File: config.mk
export PLATFORM = sky130hd
export DESIGN_NAME = activation_scheduler
export DESIGN_NICKNAME = d
export VERILOG_FILES = /design/src/rtl/activation_scheduler.sv
export SDC_FILE = /design/constraint.sdc
export NUM_CORES = 1
export LEC_CHECK = 0
export CAP_MARGIN = 20
export CORE_MARGIN = 1.5
export CORE_UTILIZATION = 27
export CTS_BUF_LIST = sky130_fd_sc_hd__clkbuf_8 sky130_fd_sc_hd__clkbuf_16
export DETAILED_ROUTE_END_ITERATION = 16
export PLACE_DENSITY = 0.5
export SLEW_MARGIN = 10
export SYNTH_ARGS = -nofsm -noshare
export SYNTH_HDL_FRONTEND = slang
export SYNTH_SLANG_ARGS = --single-unit
File: constraint.sdc
create_clock -name clk -period 9.01 [get_ports clk]
set_input_delay 0.901 -clock clk [delete_from_list [all_inputs] [get_ports clk]]
set_output_delay 0.901 -clock clk [all_outputs]
set_load 0.1 [all_outputs]
File: src/rtl/activation_scheduler.sv
// Shared LUT + linear-interpolation activation engine, time-multiplexed
// across all neurons of a layer through a 2-stage pipeline.
module activation_scheduler #(
    parameter int N_NEURONS = 4,
    parameter int DW        = 8
) (
    input  logic                      clk,
    input  logic                      rst_n,
    input  logic                      cfg_we,
    input  logic [3:0]                cfg_addr,
    input  logic [DW-1:0]             cfg_data,
    output logic                      cfg_rej,
    input  logic                      start,
    input  logic [N_NEURONS*DW-1:0]   z_vec,
    output logic                      busy,
    output logic                      done,
    output logic [N_NEURONS*DW-1:0]   a_vec
);

    typedef enum logic [1:0] {
        S_IDLE,
        S_RUN,
        S_DRAIN,
        S_DONE
    } state_t;

    localparam logic [4:0] LAST = 5'(N_NEURONS - 1);

    state_t                    r_state;
    state_t                    w_next;
    logic [DW-1:0]             r_tbl [16];
    logic [N_NEURONS*DW-1:0]   r_z;
    logic [4:0]                r_idx;
    logic                      w_issue;

    logic                      r_s1_vld;
    logic                      r_s1_last;
    logic [4:0]                r_s1_idx;
    logic [DW-1:0]             r_s1_base;
    logic [DW-1:0]             r_s1_next;
    logic [3:0]                r_s1_rem;

    logic                      r_s2_vld;
    logic                      r_s2_last;
    logic [N_NEURONS*DW-1:0]   r_a;

    logic [DW-1:0]             w_z;
    logic [3:0]                w_addr;
    logic [3:0]                w_nxa;
    logic signed [8:0]         w_diff;
    logic signed [12:0]        w_diff13;
    logic signed [12:0]        w_rem13;
    logic signed [12:0]        w_prod;
    logic signed [9:0]         w_y;
    logic [DW-1:0]             w_sat;

    always_ff @(posedge clk or negedge rst_n) begin
        if (!rst_n) r_state <= S_IDLE;
        else        r_state <= w_next;
    end

    always_comb begin
        w_next = r_state;
        unique case (r_state)
            S_IDLE:  if (start) w_next = S_RUN;
            S_RUN:   if (r_idx == LAST) w_next = S_DRAIN;
            S_DRAIN: if (r_s2_vld && r_s2_last) w_next = S_DONE;
            S_DONE:  w_next = S_IDLE;
            default: w_next = S_IDLE;
        endcase
    end

    assign busy    = (r_state == S_RUN) || (r_state == S_DRAIN);
    assign done    = (r_state == S_DONE);
    assign cfg_rej = cfg_we && busy;
    assign w_issue = (r_state == S_RUN);
    assign a_vec   = r_a;

    // Table resets to an identity ramp so an unconfigured block passes z through
    always_ff @(posedge clk or negedge rst_n) begin
        if (!rst_n) begin
            for (int i = 0; i < 16; i++) r_tbl[i] <= {4'(i), 4'b0000};
            r_z   <= '0;
            r_idx <= '0;
        end else begin
            if (cfg_we && !busy) r_tbl[cfg_addr] <= cfg_data;
            if (r_state == S_IDLE && start) begin
                r_z   <= z_vec;
                r_idx <= '0;
            end else if (w_issue) begin
                r_idx <= r_idx + 5'd1;
            end
        end
    end

    always_comb begin
        w_z = '0;
        for (int k = 0; k < N_NEURONS; k++)
            if (r_idx == 5'(k)) w_z = r_z[k*DW +: DW];
    end

    assign w_addr = w_z[7:4];
    // Entry 7 is the top of the positive range; do not interpolate toward -128
    assign w_nxa  = (w_addr == 4'd7) ? 4'd7 : w_addr + 4'd1;

    always_ff @(posedge clk or negedge rst_n) begin
        if (!rst_n) begin
            r_s1_vld  <= 1'b0;
            r_s1_last <= 1'b0;
            r_s1_idx  <= '0;
            r_s1_base <= '0;
            r_s1_next <= '0;
            r_s1_rem  <= '0;
        end else begin
            r_s1_vld  <= w_issue;
            r_s1_last <= w_issue && (r_idx == LAST);
            r_s1_idx  <= r_idx;
            r_s1_base <= r_tbl[w_addr];
            r_s1_next <= r_tbl[w_nxa];
            r_s1_rem  <= w_z[3:0];
        end
    end

    assign w_diff   = {r_s1_next[7], r_s1_next} - {r_s1_base[7], r_s1_base};
    assign w_diff13 = 13'(w_diff);
    assign w_rem13  = {9'b0, r_s1_rem};
    assign w_prod   = w_diff13 * w_rem13;
    assign w_y      = {{2{r_s1_base[7]}}, r_s1_base}
                    + {w_prod[12], w_prod[12:4]};

    always_comb begin
        if (w_y > 10'sd127)       w_sat = 8'h7F;
        else if (w_y < -10'sd128) w_sat = 8'h80;
        else                      w_sat = w_y[7:0];
    end

    always_ff @(posedge clk or negedge rst_n) begin
        if (!rst_n) begin
            r_s2_vld  <= 1'b0;
            r_s2_last <= 1'b0;
            r_a       <= '0;
        end else begin
            r_s2_vld  <= r_s1_vld;
            r_s2_last <= r_s1_vld && r_s1_last;
            if (r_s1_vld) begin
                for (int k = 0; k < N_NEURONS; k++)
                    if (r_s1_idx == 5'(k)) r_a[k*DW +: DW] <= w_sat;
            end
        end
    end

endmodule

==> flow_summary.ini, run 1 <==
[yosys]
yosys_warnings = 0
synthTopCellsByArea = dfrtp_1, mux2_2, dfstp_2
async_flop_share_pct = 100.0
synthFlopType = dfrtp_1
ys_types = 79
avgSynthCellArea_sq_um = 10.34
synth-edff-count = 0
yosysSeqAreaShare_pct = 43.74
synth_area_sq_mm = 0.01314
yosysTopAreaCell = dfrtp_1
yosysTopAreaCellShare_pct = 37.34
synthCells = 1271
ys_seq_elements = 228
synth_fp_nets = 1386

[grt]
grt_pass1_wl_um = 60270
grt_pass1_vias = 10010
track_usage_pct = 15.44
gr-total-overflow = 0
antenna_found_initial = 0
grt_max_degree = 90

[flow_run]
max_cap_viol_count = 0

[timing]
max_slew_margin_pct = 30.76
fin_crit_sh_pct = 80.79
clock.fmax_mhz = 137.4
skew_ps = 30.00
hold_viol_final = 0
setup_viol = 0
fin_crit_ps = 7279
rsz0062_at_grt = false
setup_tns_ps = 0
worstMarginPinSlew_ps = 1037
slew_viol_final = 0

[setup_path]
required_ps = 9450
crit_chain = inv_1 > ha_1 > nor2b_1 > o21ai_0 > a21boi_0 > o21a_1 > nor2_1 > xnor2_1 > and2_1 > ha_1 > fa_1 > fa_1 > ha_1 > a2111oi_0 > nor2_1 > a21o_1 > a21oi_1 > xnor2_1 > ha_1 > o41ai_1 > o21ai_0 > o21ai_0 > o21ai_0 > mux2_2
crit_arrival_ps = 7720
cpPeakStageDelay_ps = 760
crit_path_end_kind = register
worst_setup_path_start_kind = register
cp_max_fo = 7
path_class = reg -> reg
slowest_stage = o41ai_1

[floorplan]
boundaryPins = 83
die-area_sq_mm = 0.04999
dieWidth_um = 223.6
start_util_pct = 27.46
coreArea_sq_mm = 0.04785
die_h_um = 223.6
rows = 80

[clock_tree]
cts_tree = done
hold_buffers = 0
cts_root_buffer = clkbuf_16
clkLatencyLatePin_ps = 580
clk_path_buf_depth = 3
clk_transition_reported_paths_ps = 60
cts_htree_levels = 1
numClockSinks = 228
numCtsBuffers = 27
cts_resized = 0
post-cts-setup-buffer-count = 0

[placed_design]
portBuffers = 82
hpwlAfterDp_um = 25580
place_congestion = 0.8311

[finish]
final_cell_mix = dfrtp_1, nand2_1, mux2_2
area_delta_synth_final_pct = 18.64
layout_commonest_cell = dfrtp_1
diodes = 0
drive_gt1_share_pct = 22.35
nets = 1441

[run_status]
status = completed

[detailed_routing]
drc = 0
viasPerCell = 5.094
firstDrtPassIters = 6
detail_route.wl_per_cell_um = 19.49
totalWireLength_um = 38230
drt_iter0_markers = 663
antenna_left = 0
vias = 9994

[worst_hold_path]
hold_path_class = in -> async
-- final cells by class --
type                    instances  area (sq um)
flip-flops and latches        228          5746
well taps                     615         769.5
inverters                      60         225.2
multi-input cells             915          6875
clock inverters                19         322.8
repair buffers                 94         915.9
fillers                      4885         32260
clock buffers                  31         730.7
-- registers in the layout, indices dropped and copies added (netlist names) --
signal / cells
r_s1_rem: 4
r_s1_next: 8
r_tbl: 128
r_s2_last: 1
r_s1_vld: 1
r_z: 32
r_state: 2
r_s1_idx: 5
r_s2_vld: 1
r_s1_base: 8
r_idx: 5
r_s1_last: 1
a_vec: 32
-- path summary, 6_finish.rpt --
kind / startpoint / endpoint / slack (ps) / cells past startpoint
setup / recovery: r_s1_base[1] / a_vec[22] / 1730 / 24
hold / removal: rst_n / r_tbl[125] / 350 / 1
setup reg to reg: r_s1_base[1] / a_vec[22] / 1730 / 24
hold reg to reg: r_s1_last / r_s2_last / 450 / 1
max in group asynchronous: rst_n / a_vec[24] / 7220 / 2
min in group clk: r_s1_last / r_s2_last / 450 / 1
-- synth_stat cells (all sizes together) (4+ instances only) --
| cell type | n |
|---|---|
| xnor2 | 12 |
| and3 | 14 |
| dfrtp | 196 |
| nor2 | 58 |
| a2111oi | 5 |
| buf | 30 |
| nand4 | 5 |
| nand2 | 190 |
| a21o | 6 |
| mux2 | 186 |
| and4 | 4 |
| a221oi | 7 |
| nor2b | 16 |
| o22ai | 18 |
| ha | 48 |
| inv | 60 |
| a31oi | 13 |
| clkbuf | 38 |
| a21oi | 33 |
| o21ai | 33 |
| and2 | 24 |
| nand2b | 6 |
| a311oi | 18 |
| fa | 19 |
| nor3 | 16 |
| o221ai | 16 |
| nand3 | 80 |
| a221o | 4 |
| mux2i | 16 |
| dfstp | 32 |
| xor2 | 12 |
| o21a | 6 |
| o211ai | 4 |
-- cells by family (layout without fill, tap and decap cells) --
family,count (synthesis),count (layout),synth area share (%)
xor+xnor,24,24,1.600
fa+ha+maj,67,67,7.467
mux,202,202,17.16
buf+inv,128,204,4.067
flops,228,228,43.74
simple gates,429,429,15.30
compound gates,193,193,10.67
-- per-layer routing --
layer	up-vias	part of all wire [%]	GRT usage, %	routed length, um
met4	0	3.2	5.384	1241
met3	79	5.0	2.387	1901
li1	4635	-	-	-
met5	-	0	0	0
met1	5005	46	21.25	17410
met2	275	46	24.62	17680
-- metrics by stage --
| stage | hold WS, ps | setup WS, ps | instance area, sq um | instances | util, % |
|---|---|---|---|---|---|
| finish | 348.7 | 1731 | 15580 | 1962 | 32.57 |
| global route | 399.5 | 945.0 | 15580 | 1962 | 32.57 |
| CTS | 359.9 | 1661 | 15580 | 1961 | 32.56 |
| detailed placement | 438.2 | 1681 | 14520 | 1911 | 30.36 |
| global placement | 436.0 | 1771 | 14520 | 1911 | 30.36 |
| floorplan | 411.9 | 2555 | 13140 | 1271 | - |
-- critical path, delay by kind of cell, from the launching register on --
kind / cells / cell delay [ps]
buffers and inverters: 1 / 90
and+or+nand+nor: 4 / 610
AOI/OAI and AO/OA: 10 / 3440
xor gates and xnor gates: 2 / 220
adders and majority gates: 6 / 2040
DFF: 1 / 400
muxes: 1 / 350
Power of run 1 is left out: the tool's default activity adds up to more than one toggle a clock period on the data nets, which glitch-free logic cannot reach.
==> run 2: changes to the inputs <==
--- a/config.mk
+++ b/config.mk
@@ -10,7 +10,7 @@
 export CORE_UTILIZATION = 27
 export CTS_BUF_LIST = sky130_fd_sc_hd__clkbuf_8 sky130_fd_sc_hd__clkbuf_16
 export DETAILED_ROUTE_END_ITERATION = 16
-export PLACE_DENSITY = 0.5
+export PLACE_DENSITY = 0.51
 export SLEW_MARGIN = 10
 export SYNTH_ARGS = -nofsm -noshare
 export SYNTH_HDL_FRONTEND = slang
==> constraint.sdc (replaced) <==
create_clock -name clk -period 6 [get_ports clk]
set_input_delay 0.6 -clock clk [delete_from_list [all_inputs] [get_ports clk]]
set_output_delay 0.6 -clock clk [all_outputs]
set_load 0.1 [all_outputs]
==> run 2 against run 1 <==
Against the previous run:
- die area unchanged
- global-route usage decreased by 0.25 points
- clock skew increased by 11 ps
- the run now ends with setup timing left
- cell count increased by 3.3%
- via count increased by 2.4%
- cell area increased by 5.7%
- critical path type unchanged
- maximum frequency increased by 20%
- sequential cell count unchanged
- core utilization increased by 1.9 points
- routed wire length increased by 0.53%
- sequential share of layout area decreased by 2.0 points
==> flow_summary.ini, run 2 (synthesized netlist as in run 1, its figures left out) <==
[run_status]
status = finished, violations left
violations = setup timing

[timing]
max_slew_margin_pct = 24.07
fin_crit_ps = 6062
slew_viol_final = 0
fin_crit_sh_pct = 101.0
fin_ws_ps = -61.50
setup_viol = 28
rsz0062_at_grt = true
hold_viol_final = 0
clock.fmax_mhz = 165.0
skew_ps = 41.32
worstMarginPinSlew_ps = 1131

[detailed_routing]
viasPerCell = 5.050
vias = 10240
detail_route.wl_per_cell_um = 18.96
drt_iter0_markers = 779
firstDrtPassIters = 5
totalWireLength_um = 38440
drc = 0
antenna_left = 0

[clock_tree]
hold_buffers = 0
cts_htree_levels = 1
clk_path_buf_depth = 3
cts_tree = done
cts_root_buffer = clkbuf_16
clkLatencyLatePin_ps = 570
numCtsBuffers = 26
clk_transition_reported_paths_ps = 60
numClockSinks = 228

[finish]
largest_register_ffs = 128
max_flop_register = r_tbl
final_cell_mix = dfrtp_1, nand2_1, mux2_2
fillers = 4808
nets = 1507
fin_area_sq_mm = 0.01647
layout_commonest_cell = dfrtp_1
diodes = 0
drive_gt1_share_pct = 30.24
area_delta_synth_final_pct = 25.38

[grt]
track_usage_pct = 15.19
gr-total-overflow = 0
antenna_found_initial = 1
grt_pass1_wl_um = 59620
grt_max_degree = 141
grt_pass1_vias = 10170

[setup_path]
cp_max_fo = 7
required_ps = 6420
slowest_stage = fa_1
reg2reg_to = a_vec[13]
rr_worst_depth = 29
worst_setup_path_start_kind = register
r2r-start = r_s1_base[1]
path_class = reg -> reg
r2r_setup_slack_ps = -60
crit_path_end_kind = register
cpPeakStageDelay_ps = 530
crit_arrival_ps = 6480

[floorplan]
boundaryPins = 83
rows = 80
start_util_pct = 27.46
coreArea_sq_mm = 0.04785
die_h_um = 223.6
dieWidth_um = 223.6
die-area_sq_mm = 0.04999

[placed_design]
hpwlAfterDp_um = 25990
place_congestion = 0.8193
dpl-instance-area_sq_mm = 0.01498
portBuffers = 82

[worst_hold_path]
hold_path_class = in -> async

[flow_run]
max_cap_viol_count = 0
==> run 2: cell count changes in the layout (fill, tap and decap cells not counted), sizes merged <==
cell and change:
buf +67, inv +4, bufinv -3, clkinvlp -1, clkbuf -2
==> run 2: worst max-delay path by stage <==
| stage | start | to | slack [ps] | cells past startpoint |
|---|---|---|---|---|
| finish | r_s1_base[1] | a_vec[13] | -60 | 29 |
| global placement | r_s1_base[1] | a_vec[28] | -170 | 30 |
| global route | r_s1_base[1] | a_vec[4] | -300 | 29 |
| CTS | r_s1_base[0] | a_vec[13] | -140 | 26 |
| detailed placement | r_s1_base[1] | a_vec[13] | -300 | 30 |
| floorplan | r_s1_base[0] | a_vec[18] | 20 | 27 |
==> run 2: cell type report <==
cell class	instances	area [sq um]	area share, %
clock buffer	29	691.9	4.201
clock inverter	19	239.0	1.451
inverter	60	225.2	1.367
multi-input combinational	915	7353	44.64
sequential	228	5746	34.88
tap	615	769.5	4.672
timing repair buffer	161	1446	8.782
==> run 2: timing repair <==
item,4_1_cts,5_1_grt
endpoints found under the setup margin,28,32
resized for setup,53,33
setup buffers,8,8
pin swaps,33,39
==> run 2: worst max-delay path: cells and delay by family, from the launching register on <==
family	cells	cell delay, ps
AOI/OAI and AO/OA	9	1400
and+or+nand+nor	7	1150
muxes	1	270
DFF	1	410
xor gates and xnor gates	1	160
adders and majority gates	6	1940
buffers and inverters	5	600
==> run 2: routing by layer <==
layer | track usage [%] | vias up | share of wire [%]
met4 | 4.119 | 0 | 2.0
met2 | 25.50 | 273 | 48
met1 | 20.10 | 5133 | 45
li1 | - | 4772 | -
met3 | 2.610 | 58 | 5.7
met5 | 0.3910 | - | 0
==> run 2: through the flow <==
step / worst slack (ps) / hold slack, ps / setup TNS (ps) / cells / utilization [%]
finish: -61.50 / 27.38 / -1309 / 2027 / 34.42
global placement: -172.8 / 433.6 / -4208 / 1963 / 31.32
global route: -300.4 / 82.54 / -8119 / 2027 / 34.42
CTS: -139.1 / 56.05 / -3406 / 2018 / 33.98
floorplan: 20.33 / 304.4 / 0 / 1271 / -
detailed placement: -302.4 / 444.6 / -7900 / 1963 / 31.32
Power of run 2 is left out for the same reason.
==> run 3: changes to the inputs <==
--- a/config.mk
+++ b/config.mk
@@ -9,6 +9,7 @@
 export CORE_MARGIN = 1.5
 export CORE_UTILIZATION = 27
 export CTS_BUF_LIST = sky130_fd_sc_hd__clkbuf_8 sky130_fd_sc_hd__clkbuf_16
+export CTS_CLUSTER_SIZE = 28
 export DETAILED_ROUTE_END_ITERATION = 16
 export PLACE_DENSITY = 0.51
 export SLEW_MARGIN = 10
==> results of run 3 <==
No change in the layout: final DEF, timing and power equal those of run 2.
Power of run 3 is left out for the same reason.
